$ cat config.mk
export PLATFORM = sky130hd
export DESIGN_NAME = uart_rx_frame_ctrl
export DESIGN_NICKNAME = d
export VERILOG_FILES = /design/src/rtl/uart_rx_frame_ctrl.sv
export SDC_FILE = /design/constraint.sdc
export NUM_CORES = 1
export LEC_CHECK = 0
export ABC_AREA = 1
export ABC_CLOCK_PERIOD_IN_PS = 1500
export CAP_MARGIN = 20
export CORE_MARGIN = 10
export CORE_UTILIZATION = 45
export CTS_CLUSTER_SIZE = 40
export DETAILED_ROUTE_END_ITERATION = 7
export GPL_ROUTABILITY_DRIVEN = 0
export PLACE_DENSITY = 0.71
export SYNTH_ARGS = -nofsm -noshare
export SYNTH_HDL_FRONTEND = slang
export SYNTH_SLANG_ARGS = --single-unit
$ cat constraint.sdc
create_clock -name i_Clock -period 1.5 [get_ports i_Clock]
set_input_delay 0.45 -clock i_Clock [delete_from_list [all_inputs] [get_ports i_Clock]]
set_output_delay 0.45 -clock i_Clock [all_outputs]
set_load 0.02 [all_outputs]
$ cat src/rtl/uart_rx_frame_ctrl.sv
// uart_rx_frame_ctrl: assembles 5-byte command frames (SYNC, ADDR, DATA_HI,
// DATA_LO, CHK) from UART receiver byte pulses, validates the checksum and the
// inter-byte timeout, and emits one register-write strobe per good frame or
// an error pulse (with a saturating error count) per bad frame.
module uart_rx_frame_ctrl #(
    parameter logic [7:0] SYNC_BYTE    = 8'hA5,
    parameter int         TIMEOUT_CLKS = 1320
) (
    input  logic        i_Clock,
    input  logic        i_Reset_n,
    input  logic        i_Rx_Ready,
    input  logic [7:0]  i_Rx_Byte,
    output logic        o_Wr_Strobe,
    output logic [7:0]  o_Wr_Addr,
    output logic [15:0] o_Wr_Data,
    output logic        o_Frame_Err,
    output logic [7:0]  o_Err_Count,
    output logic        o_Busy
);

    typedef enum logic [2:0] {
        S_IDLE = 3'd0,
        S_ADDR = 3'd1,
        S_DHI  = 3'd2,
        S_DLO  = 3'd3,
        S_CHK  = 3'd4
    } state_t;

    // The error fires on the edge where the gap counter would reach
    // TIMEOUT_CLKS-1, i.e. while the registered count still reads TIMEOUT_CLKS-2.
    localparam logic [15:0] TIMEOUT_LAST = 16'(TIMEOUT_CLKS - 2);

    state_t      state_reg, state_next;
    logic [15:0] gap_cnt_reg, gap_cnt_next;
    logic [7:0]  addr_sh_reg, addr_sh_next;
    logic [7:0]  dhi_sh_reg, dhi_sh_next;
    logic [7:0]  dlo_sh_reg, dlo_sh_next;
    logic [7:0]  sum_reg, sum_next;
    logic        wr_strobe_reg, wr_strobe_next;
    logic        frame_err_reg, frame_err_next;
    logic [7:0]  wr_addr_reg, wr_addr_next;
    logic [15:0] wr_data_reg, wr_data_next;
    logic [7:0]  err_count_reg, err_count_next;
    logic        timeout_hit;
    logic [7:0]  err_count_inc;

    assign timeout_hit   = (state_reg != S_IDLE) && !i_Rx_Ready && (gap_cnt_reg == TIMEOUT_LAST);
    assign err_count_inc = (err_count_reg == 8'hFF) ? 8'hFF : err_count_reg + 8'd1;

    // State register and all registered outputs/shadows.
    always_ff @(posedge i_Clock or negedge i_Reset_n) begin
        if (!i_Reset_n) begin
            state_reg     <= S_IDLE;
            gap_cnt_reg   <= '0;
            addr_sh_reg   <= '0;
            dhi_sh_reg    <= '0;
            dlo_sh_reg    <= '0;
            sum_reg       <= '0;
            wr_strobe_reg <= 1'b0;
            frame_err_reg <= 1'b0;
            wr_addr_reg   <= '0;
            wr_data_reg   <= '0;
            err_count_reg <= '0;
        end else begin
            state_reg     <= state_next;
            gap_cnt_reg   <= gap_cnt_next;
            addr_sh_reg   <= addr_sh_next;
            dhi_sh_reg    <= dhi_sh_next;
            dlo_sh_reg    <= dlo_sh_next;
            sum_reg       <= sum_next;
            wr_strobe_reg <= wr_strobe_next;
            frame_err_reg <= frame_err_next;
            wr_addr_reg   <= wr_addr_next;
            wr_data_reg   <= wr_data_next;
            err_count_reg <= err_count_next;
        end
    end

    // Frame sequencing, checksum accumulation and timeout handling.
    always_comb begin
        state_next     = state_reg;
        addr_sh_next   = addr_sh_reg;
        dhi_sh_next    = dhi_sh_reg;
        dlo_sh_next    = dlo_sh_reg;
        sum_next       = sum_reg;
        wr_strobe_next = 1'b0;
        frame_err_next = 1'b0;
        wr_addr_next   = wr_addr_reg;
        wr_data_next   = wr_data_reg;
        err_count_next = err_count_reg;

        // Gap counter only runs inside a frame and restarts on every byte.
        if (state_reg == S_IDLE || i_Rx_Ready || timeout_hit) begin
            gap_cnt_next = '0;
        end else begin
            gap_cnt_next = gap_cnt_reg + 16'd1;
        end

        if (timeout_hit) begin
            // Stalled frame: report it and throw away the partial contents.
            frame_err_next = 1'b1;
            err_count_next = err_count_inc;
            addr_sh_next   = '0;
            dhi_sh_next    = '0;
            dlo_sh_next    = '0;
            sum_next       = '0;
            state_next     = S_IDLE;
        end else if (i_Rx_Ready) begin
            unique case (state_reg)
                S_IDLE: begin
                    if (i_Rx_Byte == SYNC_BYTE) begin
                        sum_next   = '0;
                        state_next = S_ADDR;
                    end
                end
                S_ADDR: begin
                    addr_sh_next = i_Rx_Byte;
                    sum_next     = i_Rx_Byte;
                    state_next   = S_DHI;
                end
                S_DHI: begin
                    dhi_sh_next = i_Rx_Byte;
                    sum_next    = sum_reg + i_Rx_Byte;
                    state_next  = S_DLO;
                end
                S_DLO: begin
                    dlo_sh_next = i_Rx_Byte;
                    sum_next    = sum_reg + i_Rx_Byte;
                    state_next  = S_CHK;
                end
                S_CHK: begin
                    if (i_Rx_Byte == sum_reg) begin
                        wr_strobe_next = 1'b1;
                        wr_addr_next   = addr_sh_reg;
                        wr_data_next   = {dhi_sh_reg, dlo_sh_reg};
                    end else begin
                        frame_err_next = 1'b1;
                        err_count_next = err_count_inc;
                    end
                    state_next = S_IDLE;
                end
                default: state_next = S_IDLE;
            endcase
        end
    end

    assign o_Wr_Strobe = wr_strobe_reg;
    assign o_Wr_Addr   = wr_addr_reg;
    assign o_Wr_Data   = wr_data_reg;
    assign o_Frame_Err = frame_err_reg;
    assign o_Err_Count = err_count_reg;
    assign o_Busy      = (state_reg != S_IDLE);

endmodule

After elaboration in Yosys (flattened, before gate mapping)
Index checks and enable logic that the tools add are counted.
{"block": "word_totals", "regBits": 85}
{"block": "op_classes", "addsub": 3, "n_eq_ne": 10, "n_mux": 31, "n_bitwise": 1, "n_reduce_logical": 21}
{"op": "$mux W8", "count": 17}
{"op": "$pmux W8 S3", "count": 1}
{"op": "$add A16 B1 Y16 const B", "count": 1}
{"op": "$eq A16 B11 Y1 const B", "count": 1}
{"op": "$eq A8 B8 Y1 const B", "count": 2}
{"op": "$mux W16", "count": 1}
{"op": "$pmux W3 S4", "count": 1}
{"op": "$reduce_bool A2 Y1", "count": 5}
{"op": "$mux W3", "count": 3}
{"op": "$add A8 B1 Y8 const B", "count": 1}
{"op": "$add A8 B8 Y8", "count": 1}
{"op": "$eq A8 B8 Y1", "count": 1}
{"op": "$mux W1", "count": 8}
{"op": "$reduce_and A2 Y1", "count": 4}
{"op": "$eq A3 B2 Y1 const B", "count": 2}
{"op": "$reduce_and A3 Y1", "count": 2}
{"op": "$reduce_and A4 Y1", "count": 1}
{"op": "$reduce_bool A4 Y1", "count": 1}
{"op": "$eq A3 B1 Y1 const B", "count": 1}
{"op": "$eq A3 B3 Y1 const B", "count": 1}
{"op": "$logic_not A3 Y1", "count": 1}
{"op": "$ne A3 B2 Y1 const B", "count": 1}
{"op": "$reduce_bool A3 Y1", "count": 1}
{"op": "$logic_and A1 B1 Y1", "count": 2}
{"op": "other kinds (5)", "count": 6}

Logic depth before layout (Yosys ltp)
Gate-level depths: netlist (run 1).
{"block": "logic_depth", "ltp_word": 6, "mapped_depth": 10, "mapped_depth_nobuf": 10}

Worst setup path after synthesis (run 1)
OpenSTA, ideal clock, no wires.
{"block": "synth_path", "kind": "input-to-reg", "start": "input port i_Rx_Byte[6]", "end": "register wr_addr_reg[2] (netlist: o_Wr_Addr[2])", "setup_ns": 0.121, "arrival_ns": 1.617, "t_required_ns": 1.379, "slack_ns": -0.239, "cell_stages": 8, "path_buffers": 2, "path_cell_list": "ha_1 -> nor3_1 -> and3_1 -> nand3_2 -> buf_6 -> buf_6 -> nand2_1 -> o21ai_1"}
{"block": "synth_between", "elab_chain_cells": 2}
{"element": "from (decl)", "line": "12", "rtl": "input logic [7:0] i_Rx_Byte,"}
{"element": "$eq A8 B8 Y1", "line": "132", "rtl": "if (i_Rx_Byte == sum_reg) begin"}
{"element": "$reduce_and A4 Y1 (no source line)"}
{"element": "to (signal assigned)", "line": "73", "rtl": "wr_addr_reg <= wr_addr_next;"}
{"element": "to (decl)", "line": "41", "rtl": "logic [7:0] wr_addr_reg, wr_addr_next;"}
Every way passes these cells.
A chain may end at the register's enable or synchronous reset.

Worst setup path after layout (run 1)
{"block": "layout_path", "start": "register gap_cnt_reg[0]", "end": "register sum_reg[4]"}
{"block": "layout_between", "elab_chain_cells": 4, "elab_cells_between_ends": 7}
{"element": "from (decl)", "line": "34", "rtl": "logic [15:0] gap_cnt_reg, gap_cnt_next;"}
{"element": "from (signal assigned)", "line": "66", "rtl": "gap_cnt_reg <= gap_cnt_next;"}
{"element": "$eq A16 B11 Y1 (*)", "line": "47", "rtl": "assign timeout_hit = (state_reg != S_IDLE) && !i_Rx_Ready && (gap_cnt_reg == TIMEOUT_LAST);"}
{"element": "$logic_and A1 B1 Y1 (*)", "line": "47"}
{"element": "$ne A3 B2 Y1 (no source line) (tied with other cells)"}
{"element": "$reduce_and A3 Y1 (no source line)"}
{"element": "to (signal assigned)", "line": "70", "rtl": "sum_reg <= sum_next;"}
{"element": "to (decl)", "line": "38", "rtl": "logic [7:0] sum_reg, sum_next;"}
Every way passes the cells marked *; elsewhere a longest branch is shown, timed or not.

==> results.cfg, run 1 <==
[timing]
skew_ns = 0.0102
period_share = 1.14
finalSetupViolCount = 75
worstMarginPinSlew_ns = 0.344
fin_ws_ns = -0.210
final_max_slew_viol_count = 0
fmax_ghz = 0.585
holdWs_ns = 0.422
finalSetupTns_ns = -11.68
hold_viol_final = 0
rsz0062_at_grt = true
period_needed_ns = 1.71
slew_headroom = 0.769

[status]
violations = negative setup slack
status = complete, but fails checks

[global_routing]
grt.overflow.total = 0
grt_max_degree = 45
antenna_found_initial = 0
grt_usage = 0.164
grt_pass1_wl_um = 19200
grt_pass1_vias = 3989

[logic_synthesis]
synthesis.instances = 522
synth_nets = 544
synth_cell_type_count = 31
synth-seq-cells = 85
yosys_warnings = 0
synth_area_leaders = dfrtp_1 49%, nand2_1 13%, inv_1 5.2%, o21ai_1 4.7%, nor2_1 2.9%
synth-edff-count = 0
synth-async-reset-ratio = 1.00
avgSynthCellArea_um2 = 8.32
ys.flop_type = dfrtp_1
ys_seq_area_frac = 0.490
yosys.area.top_type = dfrtp_1
synth.top_cell.area_share = 0.490
syn_area_mm2 = 0.00434

[clock_network]
clockBufferDepth = 2
worstSkewPairLatency_ns = 0.36
clockRootBuffer = clkbuf_8
clk_pin_slew_ns = 0.09
numCtsBuffers = 9
cts_tree = done
cts_sinks = 85
h-tree-depth = 3

[floorplanning]
num_rows = 35
coreArea_mm2 = 0.00933
die_y_um = 118
die-area_mm2 = 0.0140
io_pins = 46
die_width_um = 118
start_util = 0.465

[power_and_ir_drop]
sw_frac_of_total = 0.391
switchingPower_uw = 3720
comb_power_share = 0.467
p_leak_uw = 0.00309
power.internal_uw = 5780
p_seq_frac = 0.339
clkPwrFrac = 0.194
power.density_mw_per_mm2 = 1470
irDropWorstVdd_mv = 0.722

[cells_and_area]
multi_input_area_mm2 = 0.00243
layout_common_cells = 91 x nand2_1, 84 x dfrtp_1, 72 x buf_4
final_layout_size_suffix_gt1_frac = 0.438
fill_cells = 669
syn2layout_area_growth_pct = 49.2
mostFrequentLayoutCell = nand2_1
fin_util = 0.694
ff_latch_area_mm2 = 0.00213
final_nets = 685
num_antenna_cells = 0
final_area_mm2 = 0.00648

[worst_setup_path]
crit_required_ns = 1.76
timing.critical_path.mode_cell = nand2_4
slowest_stage = dfrtp_1
critPathMaxStageDelay_ns = 0.41
arrival_ns = 1.97
end_kind = flip-flop
startpoint_type = flip-flop
cp_top_family = simple AND/OR/NAND/NOR gates
crit_chain = inv_2 -> ha_4 -> buf_6 -> nand2_4 -> nor3_4 -> nand3_4 -> nand2_4 -> nand2_8 -> nand2_4 -> nand2_2
worst-setup-path-type = flip-flop to flip-flop
critPathBufInv = 2
path_max_fanout = 8

[route]
ant_nets = 0
vias = 4048
remaining_drc_errors = 0
drt-total-wl_um = 12300
initialDrtViolationCount = 262
viasPerCell = 5.09
post_drt_wl_per_cell_um = 15.4
drt_first_pass_iters = 4

[job]
drv_cap = 0

[placed_design]
dpl_worst_slack_ns = -0.716
port_buffers = 45
dpl.hpwl_um = 7730
place_area_mm2 = 0.00557

[worst_hold_path]
hold_class = input port to asynchronous set/reset pin
## power groups by stage
stage,logic [uW],clock network (uW),registers [uW]
finish,4440,1850,3220
global route,4820,1970,3270
CTS,3950,1850,3190
detailed placement,3530,0,3210
global placement,3430,0,3180
floorplan,2020,0,3310
## kinds of logic after synthesis
logic type	Yosys count	share of synthesized area
adders and majority gates	11	0.0334
xor gates and xnor gates	15	0.0303
buffers and inverters	81	0.0844
AOI/OAI and AO/OA	79	0.0997
and+or+nand+nor	251	0.262
DFF	85	0.490
## stage by stage
step | total power (uW) | std cells
CTS | 9000 | 790
finish | 9500 | 796
global route | 10100 | 796
global placement | 6610 | 758
detailed placement | 6750 | 758
floorplan | 5330 | 522
## final timing paths
check                                      startpoint                    endpoint  slack, ns  depth (start not counted)
max reg2reg                  gap_cnt_reg[0]$_DFF_PN0_      sum_reg[4]$_DFFE_PN0P_      -0.21                         10
min in group i_Clock       addr_sh_reg[7]$_DFFE_PN0P_    o_Wr_Addr[7]$_DFFE_PN0P_       0.48                          2
max                          gap_cnt_reg[0]$_DFF_PN0_      sum_reg[4]$_DFFE_PN0P_      -0.21                         10
max in group asynchronous                   i_Reset_n  o_Err_Count[1]$_DFFE_PN0P_       0.65                          3
min                                         i_Reset_n    o_Wr_Addr[4]$_DFFE_PN0P_       0.42                          2
min reg2reg                addr_sh_reg[7]$_DFFE_PN0P_    o_Wr_Addr[7]$_DFFE_PN0P_       0.48                          2
## synthesized netlist by cell type, types with 2 or more instances
library cell and instances:
inv_1 60, nor3_2 2, inv_2 10, a21oi_1 9, buf_6 7, xor2_1 12, o21ai_2 8, nand3_4 2
o21ai_0 19, nand4_1 11, o21ai_1 41, nor2_1 34, nand2_4 3, buf_4 2, xnor2_1 3, nand2_2 4
a22o_1 2, dfrtp_1 85, nand2_1 153, nor3_1 13, nor3b_1 2, nand3_1 22, ha_1 10
## worst reg2reg max path, delay by kind of cell, from the launching register on
kind	cells	cell delay, ns
adder cells (fa/ha/maj)	1	0.17
flip-flops	1	0.41
buffers and inverters	2	0.20
AND/OR/NAND/NOR	7	0.84
## layer usage
metal  global-route usage  vias up  part of all wire
li1                     -     1949                 -
met1                0.194     1956              0.42
met2                0.288      112              0.52
met3               0.0262       31             0.042
met4               0.0649        0             0.021
met5                    0        -                 0
## final cells by class
type | count | share of cell area
Multi-Input combinational cell | 356 | 0.375
Sequential cell | 85 | 0.329
Timing Repair Buffer | 141 | 0.194
Inverter | 70 | 0.0433
Tap cell | 129 | 0.0249
Clock buffer | 10 | 0.0213
Clock inverter | 5 | 0.0129
## what timing repair did
action,4_1_cts,5_1_grt
hold buffers,1,0
setup endpoints to repair,119,99
pin swaps,31,21
endpoints found under the hold margin,1,0
resized for setup,187,91
setup buffers,15,7
cloned,2,0
(Power assumes the default switching activity.)
==> inputs of run 2 (changes only) <==
SLEW_MARGIN = 20   (was not set)
==> results of run 2 <==
Final layout, timing and power as in run 1 (identical DEF).
